==> src/rtl/pipe_pkg.sv <==
// pipe_pkg: shared widths, control-bundle bit positions and ALUOp encodings
package pipe_pkg;
    localparam int XLEN_DEF    = 64;
    localparam int RADDR_W_DEF = 5;
    localparam int CTRL_W      = 9;
    localparam int CTRL_REGWRITE = 8;
    localparam int CTRL_MEMREAD  = 7;
    localparam int CTRL_MEMWRITE = 6;
    localparam int CTRL_MEMTOREG = 5;
    localparam int CTRL_ALUSRC   = 4;
    localparam int CTRL_BRANCH   = 3;
    localparam int CTRL_ALUOP_HI = 2;
    localparam int CTRL_ALUOP_LO = 1;
    localparam int CTRL_USES_RS2 = 0;
    localparam logic [1:0] ALUOP_LDSD   = 2'b00;
    localparam logic [1:0] ALUOP_BRANCH = 2'b01;
    localparam logic [1:0] ALUOP_RTYPE  = 2'b10;
endpackage

==> src/rtl/load_use_detect.sv <==
// load_use_detect: flags an ID instruction that reads the register a load in EX is still fetching
//   ex_valid/ex_memread/ex_rd : instruction currently in EX
//   id_valid/id_rs1/id_rs2/id_uses_rs2 : instruction currently in ID
//   hazard : combinational load-use hazard
module load_use_detect
    import pipe_pkg::*;
#(
    parameter int RADDR_W = RADDR_W_DEF
) (
    input  logic               ex_valid,
    input  logic               ex_memread,
    input  logic [RADDR_W-1:0] ex_rd,
    input  logic               id_valid,
    input  logic [RADDR_W-1:0] id_rs1,
    input  logic [RADDR_W-1:0] id_rs2,
    input  logic               id_uses_rs2,
    output logic               hazard
);
    // x0 is hardwired to zero, so a load targeting it can never produce a dependency
    assign hazard = ex_valid & ex_memread & (ex_rd != '0) & id_valid &
                    ((ex_rd == id_rs1) | (id_uses_rs2 & (ex_rd == id_rs2)));
endmodule

==> src/rtl/id_ex_stage.sv <==
// id_ex_stage: ID->EX pipeline register with load-use bubble insertion, flush, and event counters
//   clk, reset (sync, active-high), flush (kill instruction entering EX)
//   id_* : decoded instruction fields; ex_* : registered copies
//   stall : hold PC and IF/ID this cycle; stall_cnt/flush_cnt : saturating bubble counters
module id_ex_stage
    import pipe_pkg::*;
#(
    parameter int XLEN    = XLEN_DEF,
    parameter int RADDR_W = RADDR_W_DEF,
    parameter int CNT_W   = 32
) (
    input  logic               clk,
    input  logic               reset,
    input  logic               flush,
    input  logic               id_valid,
    input  logic [XLEN-1:0]    id_pc,
    input  logic [XLEN-1:0]    id_rd1,
    input  logic [XLEN-1:0]    id_rd2,
    input  logic [XLEN-1:0]    id_imm,
    input  logic [RADDR_W-1:0] id_rs1,
    input  logic [RADDR_W-1:0] id_rs2,
    input  logic [RADDR_W-1:0] id_rd,
    input  logic [CTRL_W-1:0]  id_ctrl,
    output logic               ex_valid,
    output logic [XLEN-1:0]    ex_pc,
    output logic [XLEN-1:0]    ex_rd1,
    output logic [XLEN-1:0]    ex_rd2,
    output logic [XLEN-1:0]    ex_imm,
    output logic [RADDR_W-1:0] ex_rs1,
    output logic [RADDR_W-1:0] ex_rs2,
    output logic [RADDR_W-1:0] ex_rd,
    output logic [CTRL_W-1:0]  ex_ctrl,
    output logic               stall,
    output logic [CNT_W-1:0]   stall_cnt,
    output logic [CNT_W-1:0]   flush_cnt
);
    logic               hazard, bubble;
    logic               valid_q, valid_d;
    logic [XLEN-1:0]    pc_q, pc_d, rd1_q, rd1_d, rd2_q, rd2_d, imm_q, imm_d;
    logic [RADDR_W-1:0] rs1_q, rs1_d, rs2_q, rs2_d, rd_q, rd_d;
    logic [CTRL_W-1:0]  ctrl_q, ctrl_d;
    logic [CNT_W-1:0]   stall_cnt_q, stall_cnt_d, flush_cnt_q, flush_cnt_d;

    load_use_detect #(.RADDR_W(RADDR_W)) u_detect (
        .ex_valid    (valid_q),
        .ex_memread  (ctrl_q[CTRL_MEMREAD]),
        .ex_rd       (rd_q),
        .id_valid    (id_valid),
        .id_rs1      (id_rs1),
        .id_rs2      (id_rs2),
        .id_uses_rs2 (id_ctrl[CTRL_USES_RS2]),
        .hazard      (hazard)
    );

    // flush already discards ID, so holding IF/ID for a hazard would be pointless
    assign stall  = hazard & ~flush;
    assign bubble = flush | hazard;

    always_comb begin
        valid_d     = ~bubble & id_valid;
        ctrl_d      = (bubble | ~id_valid) ? '0 : id_ctrl;
        pc_d        = bubble ? '0 : id_pc;
        rd1_d       = bubble ? '0 : id_rd1;
        rd2_d       = bubble ? '0 : id_rd2;
        imm_d       = bubble ? '0 : id_imm;
        rs1_d       = bubble ? '0 : id_rs1;
        rs2_d       = bubble ? '0 : id_rs2;
        rd_d        = bubble ? '0 : id_rd;
        flush_cnt_d = (flush & ~&flush_cnt_q) ? flush_cnt_q + 1'b1 : flush_cnt_q;
        stall_cnt_d = (stall & ~&stall_cnt_q) ? stall_cnt_q + 1'b1 : stall_cnt_q;
    end

    always_ff @(posedge clk) begin
        if (reset) begin
            valid_q     <= 1'b0;
            ctrl_q      <= '0;
            pc_q        <= '0;
            rd1_q       <= '0;
            rd2_q       <= '0;
            imm_q       <= '0;
            rs1_q       <= '0;
            rs2_q       <= '0;
            rd_q        <= '0;
            stall_cnt_q <= '0;
            flush_cnt_q <= '0;
        end else begin
            valid_q     <= valid_d;
            ctrl_q      <= ctrl_d;
            pc_q        <= pc_d;
            rd1_q       <= rd1_d;
            rd2_q       <= rd2_d;
            imm_q       <= imm_d;
            rs1_q       <= rs1_d;
            rs2_q       <= rs2_d;
            rd_q        <= rd_d;
            stall_cnt_q <= stall_cnt_d;
            flush_cnt_q <= flush_cnt_d;
        end
    end

    assign ex_valid  = valid_q;
    assign ex_ctrl   = ctrl_q;
    assign ex_pc     = pc_q;
    assign ex_rd1    = rd1_q;
    assign ex_rd2    = rd2_q;
    assign ex_imm    = imm_q;
    assign ex_rs1    = rs1_q;
    assign ex_rs2    = rs2_q;
    assign ex_rd     = rd_q;
    assign stall_cnt = stall_cnt_q;
    assign flush_cnt = flush_cnt_q;
endmodule

==> config.mk <==
export PLATFORM = sky130hd
export DESIGN_NAME = id_ex_stage
export DESIGN_NICKNAME = d
export VERILOG_FILES = /design/src/rtl/pipe_pkg.sv /design/src/rtl/load_use_detect.sv /design/src/rtl/id_ex_stage.sv
export SDC_FILE = /design/constraint.sdc
export NUM_CORES = 1
export LEC_CHECK = 0
export CAP_MARGIN = 20
export CORE_AREA = 2 2 243 245
export DETAILED_ROUTE_END_ITERATION = 8
export DIE_AREA = 0 0 245 247
export PLACE_DENSITY = 0.44
export SKIP_CTS_REPAIR_TIMING = 1
export SLEW_MARGIN = 40
export SYNTH_ARGS = -nofsm -noshare
export SYNTH_HDL_FRONTEND = slang
export SYNTH_SLANG_ARGS = --single-unit
==> constraint.sdc <==
create_clock -name clk -period 5.5 [get_ports clk]
set_input_delay 1.1 -clock clk [delete_from_list [all_inputs] [get_ports clk]]
set_output_delay 1.1 -clock clk [all_outputs]
set_load 0.005 [all_outputs]
* Word-level counts from Yosys, hierarchy flattened
Cells that the tools add are included.
Storage, ports and cells: register bits 345, logic and storage cells 37, output and inout port bits 346
Operators by class: reductions and logical operators 7, add/subtract/negate cells 2, bitwise operators 15, eq/ne operators 2
Operators with widths (number):
- 32-bit by 1-bit adder with 32-bit output, second input constant | 2
- 32-bit AND reduction | 2
- 5-bit == test | 2
- 1-bit bitwise AND | 9
- 5-bit nonzero test | 1
- 2-bit OR reduction | 2
- 1-bit NOT | 3
- 1-bit OR | 3
- 1-bit logical NOT | 2

* Logic depth before layout (Yosys ltp)
depth in word-level cells 7, gate-level depth with buffers 9, gate-level depth less buffers 7

* Cells and area by module
Synthesis repeated with hierarchy kept, for this count alone.
Unflattened totals: cell total of the unflattened synthesis 1001, area total of the unflattened synthesis 10895.4 sq um
By module, submodules not included:
- id_ex_stage | area each 10765.3 sq um, seq. area each 6906.6 sq um, times used 1, cells an instance 984
- load_use_detect | area each 130.1 sq um, seq. area each 0.0 sq um, times used 1, cells an instance 17

* Least setup slack after synthesis
OpenSTA, ideal clock, no wires.
path kind input port to output port, from input id_rs2[2], to output stall, required time 4400 ps, path buffers 1, data arrival time 2084 ps, path slack 2316 ps, stages on the path 5, cells stage by stage xor2_1 nor4_1 a32oi_1 clkbuf_1 nor2_1
On the way: longest elaborated chain between the ends 5
Ends and longest elaborated chain:
- start, declared | line id_ex_stage.sv:21 | input logic [RADDR_W-1:0] id_rs2,
- 5-bit == test | line load_use_detect.sv:21 | ((ex_rd == id_rs1) | (id_uses_rs2 & (ex_rd == id_rs2)));
- 1-bit bitwise AND | line load_use_detect.sv:21
- 1-bit OR | line load_use_detect.sv:21
- 1-bit bitwise AND | line load_use_detect.sv:20 | assign hazard = ex_valid & ex_memread & (ex_rd != '0) & id_valid &
- 1-bit bitwise AND | line id_ex_stage.sv:56 | assign stall = hazard & ~flush;
- end, declared | line id_ex_stage.sv:33 | output logic stall,
Every way passes these cells.

* Worst setup path after layout
from input id_rs2[4], to output stall
Same word-level chain as after synthesis.

==> flow_summary.yaml <==
finish:
  final_cell_mix: "clkdlybuf4s50_1 (628), dfxtp_1 (345), and2_1 (279)"
  fin_nets: 1930
  drive_above_1_share_pct: 5.131
  area_growth_pct: 78.90
  final_area_sq_um: 19450
  finalNonFillerCells: 2453
  final_common_cell: "clkdlybuf4s50_1"
  final_util_pct: 33.39
sta:
  fin_tns_setup_ns: 0
  finalHoldViolations: 0
  rsz0062_at_grt: "no"
  slew_viol_final: 0
  finClkSkew_ns: 0.01140
  maxSlewHeadroom_pct: 46.56
  tightest_slew_ns: 0.8016
  min_period_ns: 4.214
  setup_violations: 0
  max_freq_mhz: 237.3
  min_period_over_period_pct: 76.62
floorplanning:
  die_w_um: 245
  row_count: 89
  die_h_um: 247
  num_io_pins: 630
  die_area_sq_um: 60520
  initial_utilization_pct: 18.67
  core_area_sq_um: 58240
global_routing:
  use_met3_pct: 8.031
  grt_pass1_vias: 9505
  grt_max_degree: 84
  grt_use_total_pct: 14.53
  grt_pass1_wl_um: 64040
  grt_overflow: 0
  antenna_found_initial: 9
  gr-usage-met1_pct: 15.07
  grt.busiest_layer: "met2"
  use_met2_pct: 24.88
drt:
  routed_wl_um: 45760
  dr.pass1.iters: 5
  drc: 0
  ant_nets: 0
  num_vias: 9357
  via_per_inst: 3.815
  wl_per_cell_um: 18.66
  drt-initial-drc-count: 416
pwr:
  power_frac_comb_pct: 8.6
  p_leak_nw: 7.217
  internal-power_mw: 4.576
  p_sw_share_pct: 22.41
  power.density_nw_per_um2: 303.2
  ir_worst_vdd_uv: 199.3
  seqPwrFrac_pct: 44.3
  p_clk_share_pct: 47.1
  switching_power_mw: 1.322
placed_design:
  port_buffers: 629
  dp.cells: 2372
  place_congestion: 0.8229
  dp_hpwl_um: 35460
  placed_area_sq_um: 18050
cts:
  clk_pin_slew_ns: 0.06
  cts-buffers-inserted: 43
  clk_latency_ns: 0.56
  root_buffer: "clkbuf_16"
  clock-sinks: 345
  cts.path.max_buffers: 3
  cts_tree: "done"
  htree_num_levels: 2
synthesis:
  ys_seq_elements: 345
  yosys.area.top_type: "dfxtp_1"
  synth_nets: 1296
  synth.area.top_cells: "dfxtp_1 (64%), and2_1 (16%), xor2_1 (1.6%), a21oi_1 (1.5%), nor2_1 (1.5%)"
  ys_types: 42
  synth_top_area_share_pct: 63.54
  syn_inst: 1010
  synth.avg_cell_area_sq_um: 10.76
  ys_seq_area_share_pct: 63.54
  netlist_area_sq_um: 10870
  ys_warn_count: 0
worst_setup_path:
  start_kind: "input port"
  critPathBufInv: 3
  worst_path_most_repeated_cell: "clkdlybuf4s50_1"
  crit_fanout: 15
  critical_path_depth: 7
  cp-end-kind: "output pin"
  worstRegToRegCells: 7
  crit_type: "in2out"
  cpPeakStageDelay_ns: 0.56
  required_ns: 4.40
  cp_slowest_cell: "clkdlybuf4s50_1"
  arrival_ns: 3.11
  cp_cell_sequence: "clkdlybuf4s50_1 > xor2_1 > nor4_1 > a32oi_1 > buf_4 > nor2_1 > clkdlybuf4s50_1"
  crit_family: "buffers and inverters"
worst_hold_path:
  hold_path_class: "reg2reg"
  holdPathStages: 2
status:
  status: "finished, final reports clean"
job:
  max_cap_viol_count: 0
==> cells in the mapped netlist <==
cell	number
dfxtp_1	345
and2_1	279
nor2_1	43
clkbuf_1	41
a21oi_1	33
nand2_1	30
or3_1	23
nand3_1	22
o21ai_0	22
nand4_1	20
xor2_1	20
and3_1	19
nor3_1	13
or4_1	13
xnor2_1	13
and4_1	9
inv_1	9
o31ai_1	8
nor2b_1	6
buf_2	4
mux2_2	4
nor4_1	4
a21o_1	3
nand2b_1	3
a211oi_1	2
a31o_2	2
ha_1	2
mux2i_1	2
nor3b_1	2
nor4b_1	2
a32oi_1	1
buf_4	1
buf_6	1
clkbuf_2	1
nand3b_1	1
nor3_2	1
nor4b_2	1
o211a_1	1
o211ai_1	1
o21a_1	1
o31ai_2	1
or4_4	1
==> kinds of logic (layout without fill, tap and decap cells) <==
group / Yosys count / in the layout / share of synthesized area [%]
compound gates: 75 / 75 / 4.017
xor+xnor: 33 / 33 / 2.659
fa+ha+maj: 2 / 2 / 0.2302
buf+inv: 57 / 723 / 2.129
flops: 345 / 345 / 63.54
mux: 6 / 6 / 0.5985
other cells: 0 / 4 / 0
simple gates: 492 / 492 / 26.83
==> state kept, by name, indices dropped and copies added (netlist names), 9 cells and up <==
register   count
stall_cnt     32
ex_pc         64
flush_cnt     32
ex_rd1        64
ex_imm        64
ex_ctrl        9
ex_rd2        64
==> path summary, 6_finish.rpt <==
kind	startpoint	endpoint	slack, ns
worst max-delay path	id_rs2[4]	stall	1.29
worst min-delay path	flush_cnt[15]	flush_cnt[15]	0.50
worst max register to register	stall_cnt[0]	stall_cnt[6]	2.45
worst min register to register	flush_cnt[15]	flush_cnt[15]	0.50
==> cell type report <==
cell class,count,area (sq um)
timing repair buffer,637,6389
clock buffer,65,1259
sequential,345,6907
fill,5939,38790
clock inverter,12,125.1
antenna,4,10.01
inverter,9,33.78
tap,773,967.2
multi-input combinational,608,3757
==> power by group through the flow <==
stage | clock network (mW) | logic, mW | registers, mW
final | 2.78 | 0.510 | 2.61
after global placement | 0 | 0.518 | 2.66
after floorplan | 0 | 0.0886 | 2.67
after global routing | 3.00 | 0.548 | 2.62
after CTS | 2.90 | 0.520 | 2.61
after detailed placement | 0 | 0.517 | 2.66
==> stage by stage <==
step | hold WS [ns] | power (mW) | worst slack (ns)
after global routing | 0.5512 | 6.169 | 1.192
after global placement | 0.4749 | 3.180 | 1.293
after floorplan | 0.4765 | 2.761 | 2.316
after CTS | 0.5062 | 6.033 | 1.278
final | 0.5042 | 5.897 | 1.286
after detailed placement | 0.4973 | 3.180 | 1.273
==> layer usage <==
metal	share of wire [%]	routed length (um)
met2	49	22480
met5	0.23	103
met4	2.6	1169
met1	37	16750
met3	11	5255
==> worst register-to-register path, stage by stage (launching register included) <==
cell and delay (ns):
dfxtp_1 0.42, ha_1 0.23, nand3_1 0.21, or3_1 0.61, nor3_1 0.45, or3_1 0.61, nor3_1 0.11, mux2_2 0.29
(Power assumes the default switching activity.)
